===== config.mk =====
export PLATFORM = sky130hd
export DESIGN_NAME = mem_access_ctrl_flat
export DESIGN_NICKNAME = d
export VERILOG_FILES = /design/src/rtl/mem_access_ctrl_if.sv /design/src/rtl/mem_access_ctrl.sv /design/src/flat_wrapper.sv
export SDC_FILE = /design/constraint.sdc
export NUM_CORES = 1
export LEC_CHECK = 0
export CAP_MARGIN = 10
export CORE_UTILIZATION = 44
export CTS_BUF_LIST = sky130_fd_sc_hd__clkbuf_4 sky130_fd_sc_hd__clkbuf_8
export DETAILED_ROUTE_END_ITERATION = 12
export MAX_ROUTING_LAYER = met4
export PLACE_DENSITY = 0.82
export SLEW_MARGIN = 20
export SYNTH_ARGS = -nofsm -noshare
export SYNTH_HDL_FRONTEND = slang
export SYNTH_SLANG_ARGS = --single-unit
export TNS_END_PERCENT = 10

===== constraint.sdc =====
create_clock -name clk -period 2.2 [get_ports clk]
set_clock_uncertainty 0.1 [all_clocks]
set_input_delay 0.22 -clock clk [delete_from_list [all_inputs] [get_ports clk]]
set_output_delay 0.22 -clock clk [all_outputs]
set_load 0.01 [all_outputs]

===== src/rtl/mem_access_ctrl_if.sv =====
// mem_access_ctrl_if: req/ack data-memory bus between the access controller and memory.
interface mem_access_ctrl_if;
    logic        req;
    logic        we;
    logic [31:0] addr;
    logic [31:0] wdata;
    logic        ack;
    logic [31:0] rdata;

    modport master (output req, we, addr, wdata, input ack, rdata);
    modport slave  (input req, we, addr, wdata, output ack, rdata);
endinterface


===== src/rtl/mem_access_ctrl.sv =====
// mem_access_ctrl: sequences EX/MEM data-memory accesses over a variable-latency req/ack bus,
// stalling the pipeline until completion and flagging misaligned or timed-out accesses.
module mem_access_ctrl #(
    parameter int TIMEOUT = 15,
    parameter int CNT_W   = 4
) (
    input  logic                      clk,
    input  logic                      rst_n,
    input  logic                      mem_write_i,
    input  logic                      mem_read_i,
    input  logic [31:0]               alu_rst_i,
    input  logic [31:0]               rdata2_i,
    input  logic                      err_clr_i,
    mem_access_ctrl_if.master         mem,
    output logic                      stall_o,
    output logic [31:0]               load_data_o,
    output logic                      load_valid_o,
    output logic                      bus_err_o,
    output logic [31:0]               err_addr_o
);
    typedef enum logic [1:0] {IDLE, ACCESS, DONE, ERR} state_t;

    localparam logic [CNT_W-1:0] TMO = CNT_W'(TIMEOUT - 1);

    state_t            state_q, state_d;
    logic [CNT_W-1:0]  cnt_q, cnt_d;
    logic              req_q, req_d, we_q, we_d, rd_q, rd_d, err_q, err_d;
    logic [31:0]       addr_q, addr_d, wdata_q, wdata_d, ld_q, ld_d, eaddr_q, eaddr_d;
    logic              mem_op;

    assign mem_op = mem_read_i | mem_write_i;

    always_ff @(posedge clk or negedge rst_n) begin
        if (!rst_n) begin
            state_q <= IDLE;
            cnt_q   <= '0;
            req_q   <= 1'b0;
            we_q    <= 1'b0;
            rd_q    <= 1'b0;
            err_q   <= 1'b0;
            addr_q  <= '0;
            wdata_q <= '0;
            ld_q    <= '0;
            eaddr_q <= '0;
        end else begin
            state_q <= state_d;
            cnt_q   <= cnt_d;
            req_q   <= req_d;
            we_q    <= we_d;
            rd_q    <= rd_d;
            err_q   <= err_d;
            addr_q  <= addr_d;
            wdata_q <= wdata_d;
            ld_q    <= ld_d;
            eaddr_q <= eaddr_d;
        end
    end

    // A new error outranks a same-cycle err_clr, so the capture test looks past the clear.
    always_comb begin
        state_d = state_q;
        cnt_d   = cnt_q;
        req_d   = req_q;
        we_d    = we_q;
        rd_d    = rd_q;
        err_d   = err_q;
        addr_d  = addr_q;
        wdata_d = wdata_q;
        ld_d    = ld_q;
        eaddr_d = eaddr_q;
        if (err_clr_i) begin
            err_d   = 1'b0;
            eaddr_d = '0;
        end
        case (state_q)
            IDLE: if (mem_op) begin
                rd_d = ~mem_write_i;
                if (alu_rst_i[1:0] == 2'b00) begin
                    state_d = ACCESS;
                    req_d   = 1'b1;
                    we_d    = mem_write_i;
                    addr_d  = alu_rst_i;
                    wdata_d = rdata2_i;
                    cnt_d   = '0;
                end else begin
                    state_d = ERR;
                    ld_d    = '0;
                    if (!err_q || err_clr_i) begin
                        err_d   = 1'b1;
                        eaddr_d = alu_rst_i;
                    end
                end
            end
            ACCESS: begin
                cnt_d = cnt_q + 1'b1;
                if (mem.ack) begin
                    state_d = DONE;
                    req_d   = 1'b0;
                    ld_d    = we_q ? ld_q : mem.rdata;
                end else if (cnt_q == TMO) begin
                    state_d = ERR;
                    req_d   = 1'b0;
                    ld_d    = '0;
                    if (!err_q || err_clr_i) begin
                        err_d   = 1'b1;
                        eaddr_d = addr_q;
                    end
                end
            end
            DONE, ERR: state_d = IDLE;
            default: begin
                state_d = IDLE;
                req_d   = 1'b0;
            end
        endcase
    end

    assign mem.req      = req_q;
    assign mem.we       = we_q;
    assign mem.addr     = addr_q;
    assign mem.wdata    = wdata_q;
    assign stall_o      = rst_n & ((state_q == ACCESS) | ((state_q == IDLE) & mem_op));
    assign load_valid_o = rd_q & ((state_q == DONE) | (state_q == ERR));
    assign load_data_o  = ld_q;
    assign bus_err_o    = err_q;
    assign err_addr_o   = eaddr_q;
endmodule


===== src/flat_wrapper.sv =====
// flat-port wrapper written by rule: the top's interface ports become plain ports
module mem_access_ctrl_flat 
#(
    parameter int TIMEOUT = 15,
    parameter int CNT_W   = 4
)
  (clk, rst_n, mem_write_i, mem_read_i, alu_rst_i, rdata2_i, err_clr_i, stall_o, load_data_o, load_valid_o, bus_err_o, err_addr_o, mem_req, mem_we, mem_addr, mem_wdata, mem_ack, mem_rdata);
  mem_access_ctrl_if mem_i ();
  input  logic clk;
  input  logic rst_n;
  input  logic mem_write_i;
  input  logic mem_read_i;
  input  logic [31:0] alu_rst_i;
  input  logic [31:0] rdata2_i;
  input  logic err_clr_i;
  output logic stall_o;
  output logic [31:0] load_data_o;
  output logic load_valid_o;
  output logic bus_err_o;
  output logic [31:0] err_addr_o;
  output wire logic [$bits(mem_i.req)-1:0] mem_req;
  output wire logic [$bits(mem_i.we)-1:0] mem_we;
  output wire logic [$bits(mem_i.addr)-1:0] mem_addr;
  output wire logic [$bits(mem_i.wdata)-1:0] mem_wdata;
  input wire logic [$bits(mem_i.ack)-1:0] mem_ack;
  input wire logic [$bits(mem_i.rdata)-1:0] mem_rdata;
  assign mem_req = mem_i.req;
  assign mem_we = mem_i.we;
  assign mem_addr = mem_i.addr;
  assign mem_wdata = mem_i.wdata;
  assign mem_i.ack = mem_ack;
  assign mem_i.rdata = mem_rdata;
  mem_access_ctrl #(.TIMEOUT(TIMEOUT), .CNT_W(CNT_W)) u_core (.clk(clk), .rst_n(rst_n), .mem_write_i(mem_write_i), .mem_read_i(mem_read_i), .alu_rst_i(alu_rst_i), .rdata2_i(rdata2_i), .err_clr_i(err_clr_i), .mem(mem_i), .stall_o(stall_o), .load_data_o(load_data_o), .load_valid_o(load_valid_o), .bus_err_o(bus_err_o), .err_addr_o(err_addr_o));
endmodule

After elaboration in Yosys (flattened, before gate mapping)
Cells that the tools add are included.

Flip-flop bits (word level): 138. Bits of input ports: 102. Output and inout bits: 133. Word-level logic and storage cells: 73.

Add/subtract/negate cells: 1. Eq/ne operators: 9. Muxes and demuxes: 34. Bitwise gates (word level): 7. Reduce and logical (&&, ||, !) cells: 12.

Operators with widths (number): 32-bit 2-to-1 mux (12); 32-bit case mux with 2 select lines (2); 1-bit 2-to-1 mux (10); 2-bit 2-to-1 mux (4); 4-bit 2-to-1 mux (2); 4-bit case mux with 2 select lines (1); 2-bit case mux with 3 select lines (1); 3-bit AND reduction (2); 5-bit AND reduction (1); 4-bit by 1-bit adder with 4-bit output, second input constant (1); 2-bit == test, second input constant (2); 4-bit == test, second input constant (1); 2-bit logical NOT (2); 2-bit by 1-bit != test with 1-bit output, second input constant (2); 1-bit case mux with 2 select lines (2); 2-bit AND reduction (2); 4-bit AND reduction (1); 1-bit bitwise AND (3); 3-bit by 2-bit != test with 1-bit output, second input constant (1); 3-bit != test, second input constant (1); 1-bit OR (3); 2-bit by 1-bit == test with 1-bit output, second input constant (1); 2-bit != test, second input constant (1); 2-bit nonzero test (1); other kinds (4) (4).

Depth between registers and ports, before layout
Depth in word-level cells: 6. Gate-level depth with buffers: 7.

Worst setup path after synthesis
No wires, ideal clock.

Kind: register -> register. From: register u_core.state_q[1]. To: register u_core.addr_q[13], in the netlist u_core.mem.addr[13]. Setup time: 125 ps. Arrival time: 1557 ps. Data required time: 1975 ps. Path slack: 418 ps. Stages on the path, launching flop included: 7. Path buffers: 3. Clock period less this slack: 1782 ps. Cell sequence: dfrtp_1 > buf_2 > nor4_4 > and2_1 > buf_6 > buf_6 > mux2_2.

Cells in the longest elaborated chain, start to end: 2.

RTL lines: from (decl) (RTL line mem_access_ctrl.sv:25) `state_t state_q, state_d;`; from (signal assigned) (RTL line mem_access_ctrl.sv:46) `state_q <= state_d;`; 2-bit logical NOT (RTL line mem_access_ctrl.sv:75) `case (state_q)`; 3-bit AND reduction (no line); to (signal assigned) (RTL line mem_access_ctrl.sv:52) `addr_q <= addr_d;`; to (decl) (RTL line mem_access_ctrl.sv:28) `logic [31:0] addr_q, addr_d, wdata_q, wdata_d, ld_q, ld_d, eaddr_q, eaddr_d;`.

No other way between the ends. A chain may end at the register's enable or synchronous reset.

Worst setup path after layout
From: register u_core.cnt_q[0]. To: register u_core.ld_q[15], in the netlist u_core.load_data_o[15].

Cells in the longest elaborated chain, start to end: 3.

RTL lines: from (decl) (RTL line mem_access_ctrl.sv:26) `logic [CNT_W-1:0] cnt_q, cnt_d;`; from (signal assigned) (RTL line mem_access_ctrl.sv:47) `cnt_q <= cnt_d;`; 4-bit == test (RTL line mem_access_ctrl.sv:100) `end else if (cnt_q == TMO) begin`; 3-bit by 2-bit != test with 1-bit output (no line); 5-bit AND reduction (no line); to (signal assigned) (RTL line mem_access_ctrl.sv:54) `ld_q <= ld_d;`; to (decl) (RTL line mem_access_ctrl.sv:28).

No other way between the ends.

==> metrics.txt <==
hold_ws=0.2777 ns; Post-Route Utilization=70.59%; Via Count=4187; row count=40; Port-buffer cells=234; Cell Pwr Density=1385 nW/um^2; die width=114.5 um; dpl cells=773; worst slew pin tran=0.8888 ns; CTS max path bufs=2; DRT antenna net count=0; Seq cells post-synth=138; Clock Sinks=138; vias in the first global route=4457; outcome=complete, no violations; final setup vio count=0; crit path launch type=flip-flop; # Post-CTS Setup Buffers=0; fin worst setup slack=0.1584 ns; CP bufs+invs=2; hpwl dp=10610 um; IO Pins=235; RSZ-0062 raised after global routing=no; cells along the critical path=inv_1 > ha_1 > nand4b_1 > a311o_2 > buf_12 > a22o_1; Max FO, Critical Path=32; GRT Total Usage=24.15%; core area=12160 sq um; proportion of layout cells with a drive suffix above 1=17.71%; Routed WL=14730 um; Via-to-Cell Ratio=5.195; Place WS=0.02996 ns; number of max-slew violations in the final report=0; hold crit path type=in2reg; fmax=489.8 MHz; DP Area=8140 sq um; drt initial violations=257; YS warnings=0; Final Hold Fails=0; clk root buf=clkbuf_8; largest net degree at the start of global routing=72; ys flop type=dfrtp_1; cts bufs inserted=17; die height=114.5 um; Synth-to-Final Area Change=54.15%; initial antenna violation count=0; syn_nets=482; area leader, netlist=dfrtp_1; WS Path Type=reg2reg; post-synth cell types=41; Worst-Skew Late Latency=0.43 ns; Final Power=11.89 mW; fin crit share=92.80%; Post-synth ARST share=100.0%; worst path required time=2.41 ns; first-pass GRT wire length=23050 um; worst endpoint data arrival time=2.25 ns; Top delay family on crit path=compound AO/OA/AOI/OAI gates; Worst IR Drop VDD=0.7321 mV; Critical Path Sink Type=flip-flop; TritonCTS clock tree=done; final non-filler cell total=806; most frequent cell after synthesis=dfrtp_1; GPL Wtd Cong=0.8648; initial core utilization=45.79%; GRT overflow=0; design area=8584 sq um; number of diodes=0; post-synthesis sequential area ratio=62.01%; slowest stage delay, CP=0.46 ns; Synth area leaders=dfrtp_1 62%, a22o_1 9.8%, mux2_2 8.7%, a21o_1 3.9%, mux2_4 2.4%; cell count after synthesis=378; DRT Pass-1 Iters=4; Post-Syn Area=5569 sq um; EDFF count, synth=0; Routed wire per std cell=18.27 um; P_leak=3.894 nW; Synth top area share=62.01%; CTS H-Tree Depth=4; syn_area_per_cell=14.73 sq um; Worst-path clk slew=0.08 ns; min Tclk post-route=2.042 ns; max cap viols=0; Layout Nets=729; die area=13110 sq um; Post-synth top cells=138 x dfrtp_1, 62 x a22o_1, 43 x mux2_2; slew margin rel.=40.75%; Slowest cell on crit path=a311o_2; drt drc=0; setup_tns=0 ns
-- state kept, by name (all words and copies together), names as in the netlist, 2 cells and up --
name,count
u_core.load_data_o,32
u_core.mem.wdata,32
u_core.mem.addr,32
u_core.err_addr_o,32
u_core.cnt_q,4
u_core.state_q,2
-- area by class of cell --
cell class                      instances  area (sq um)
Fill cell                             894          3577
Tap cell                              168         210.2
Inverter                                4         15.01
Clock buffer                           21         289.0
Multi-Input combinational cell        210          1913
Sequential cell                       138          3453
Timing Repair Buffer                  254          2561
Clock inverter                         11         142.6
-- cell families after synthesis --
logic type | Yosys count | synth area share, %
buffers and inverters | 30 | 3.977
multiplexers | 62 | 13.14
adder cells (fa/ha/maj) | 2 | 0.4493
AND/OR/NAND/NOR | 28 | 3.303
flip-flops | 138 | 62.01
AO/OA/AOI/OAI | 118 | 17.12
-- metal layers --
| metal | part of all wire [%] | vias to the layer above | GRT usage, % |
|---|---|---|---|
| li1 | - | 1907 | - |
| met1 | 39 | 2091 | 25.82 |
| met2 | 51 | 169 | 40.57 |
| met3 | 8.6 | 20 | 9.052 |
| met4 | 1.8 | 0 | 9.524 |
| met5 | 0 | - | - |
-- power by group --
part           switching, mW  internal, mW  total, mW
Combinational           2.06          3.18       5.24
Sequential             0.767          3.68       4.45
Clock                  0.956          1.24       2.19
-- worst paths after layout --
kind | startpoint | end | slack, ns | depth (start not counted)
worst max-delay path | u_core.cnt_q[0] | u_core.load_data_o[15] | 0.16 | 6
worst min-delay path | mem_rdata[27] | u_core.load_data_o[27] | 0.28 | 2
worst max register to register | u_core.cnt_q[0] | u_core.load_data_o[15] | 0.16 | 6
worst min register to register | u_core.err_addr_o[12] | u_core.err_addr_o[12] | 0.38 | 1
max in group asynchronous | rst_n | u_core.mem.wdata[21] | 0.90 | 3
min in group asynchronous | rst_n | u_core.mem.addr[11] | 0.51 | 3
-- cell usage in the layout (no fill, tap or decap), drive strengths merged, types with 2 or more instances in the layout --
cell / netlist / final
clkbuf: 2 / 21
buf: 24 / 20
nand2: 2 / 2
mux2: 62 / 62
o21ai: 6 / 6
and2: 4 / 4
a21oi: 5 / 5
clkinvlp: 0 / 2
inv: 4 / 4
or2: 2 / 2
a31oi: 5 / 5
a22o: 62 / 62
a22oi: 2 / 2
o2bb2ai: 2 / 2
clkinv: 0 / 6
clkdlybuf4s50: 0 / 232
bufinv: 0 / 3
ha: 2 / 2
nor2: 7 / 7
nor3: 3 / 3
a21o: 29 / 29
nand2b: 2 / 2
dfrtp: 138 / 138
nor4b: 2 / 2
-- worst register-to-register path, stage by stage (launching register included) --
cell	delay, ns
dfrtp_1	0.42
inv_1	0.08
ha_1	0.19
nand4b_1	0.22
a311o_2	0.46
buf_12	0.17
a22o_1	0.27
-- what timing repair did --
item	CTS	global route
hold buffers	1	0
hold endpoints to repair	138	0
resized for setup	0	1
setup endpoints to repair	0	1
(Power assumes the default switching activity.)
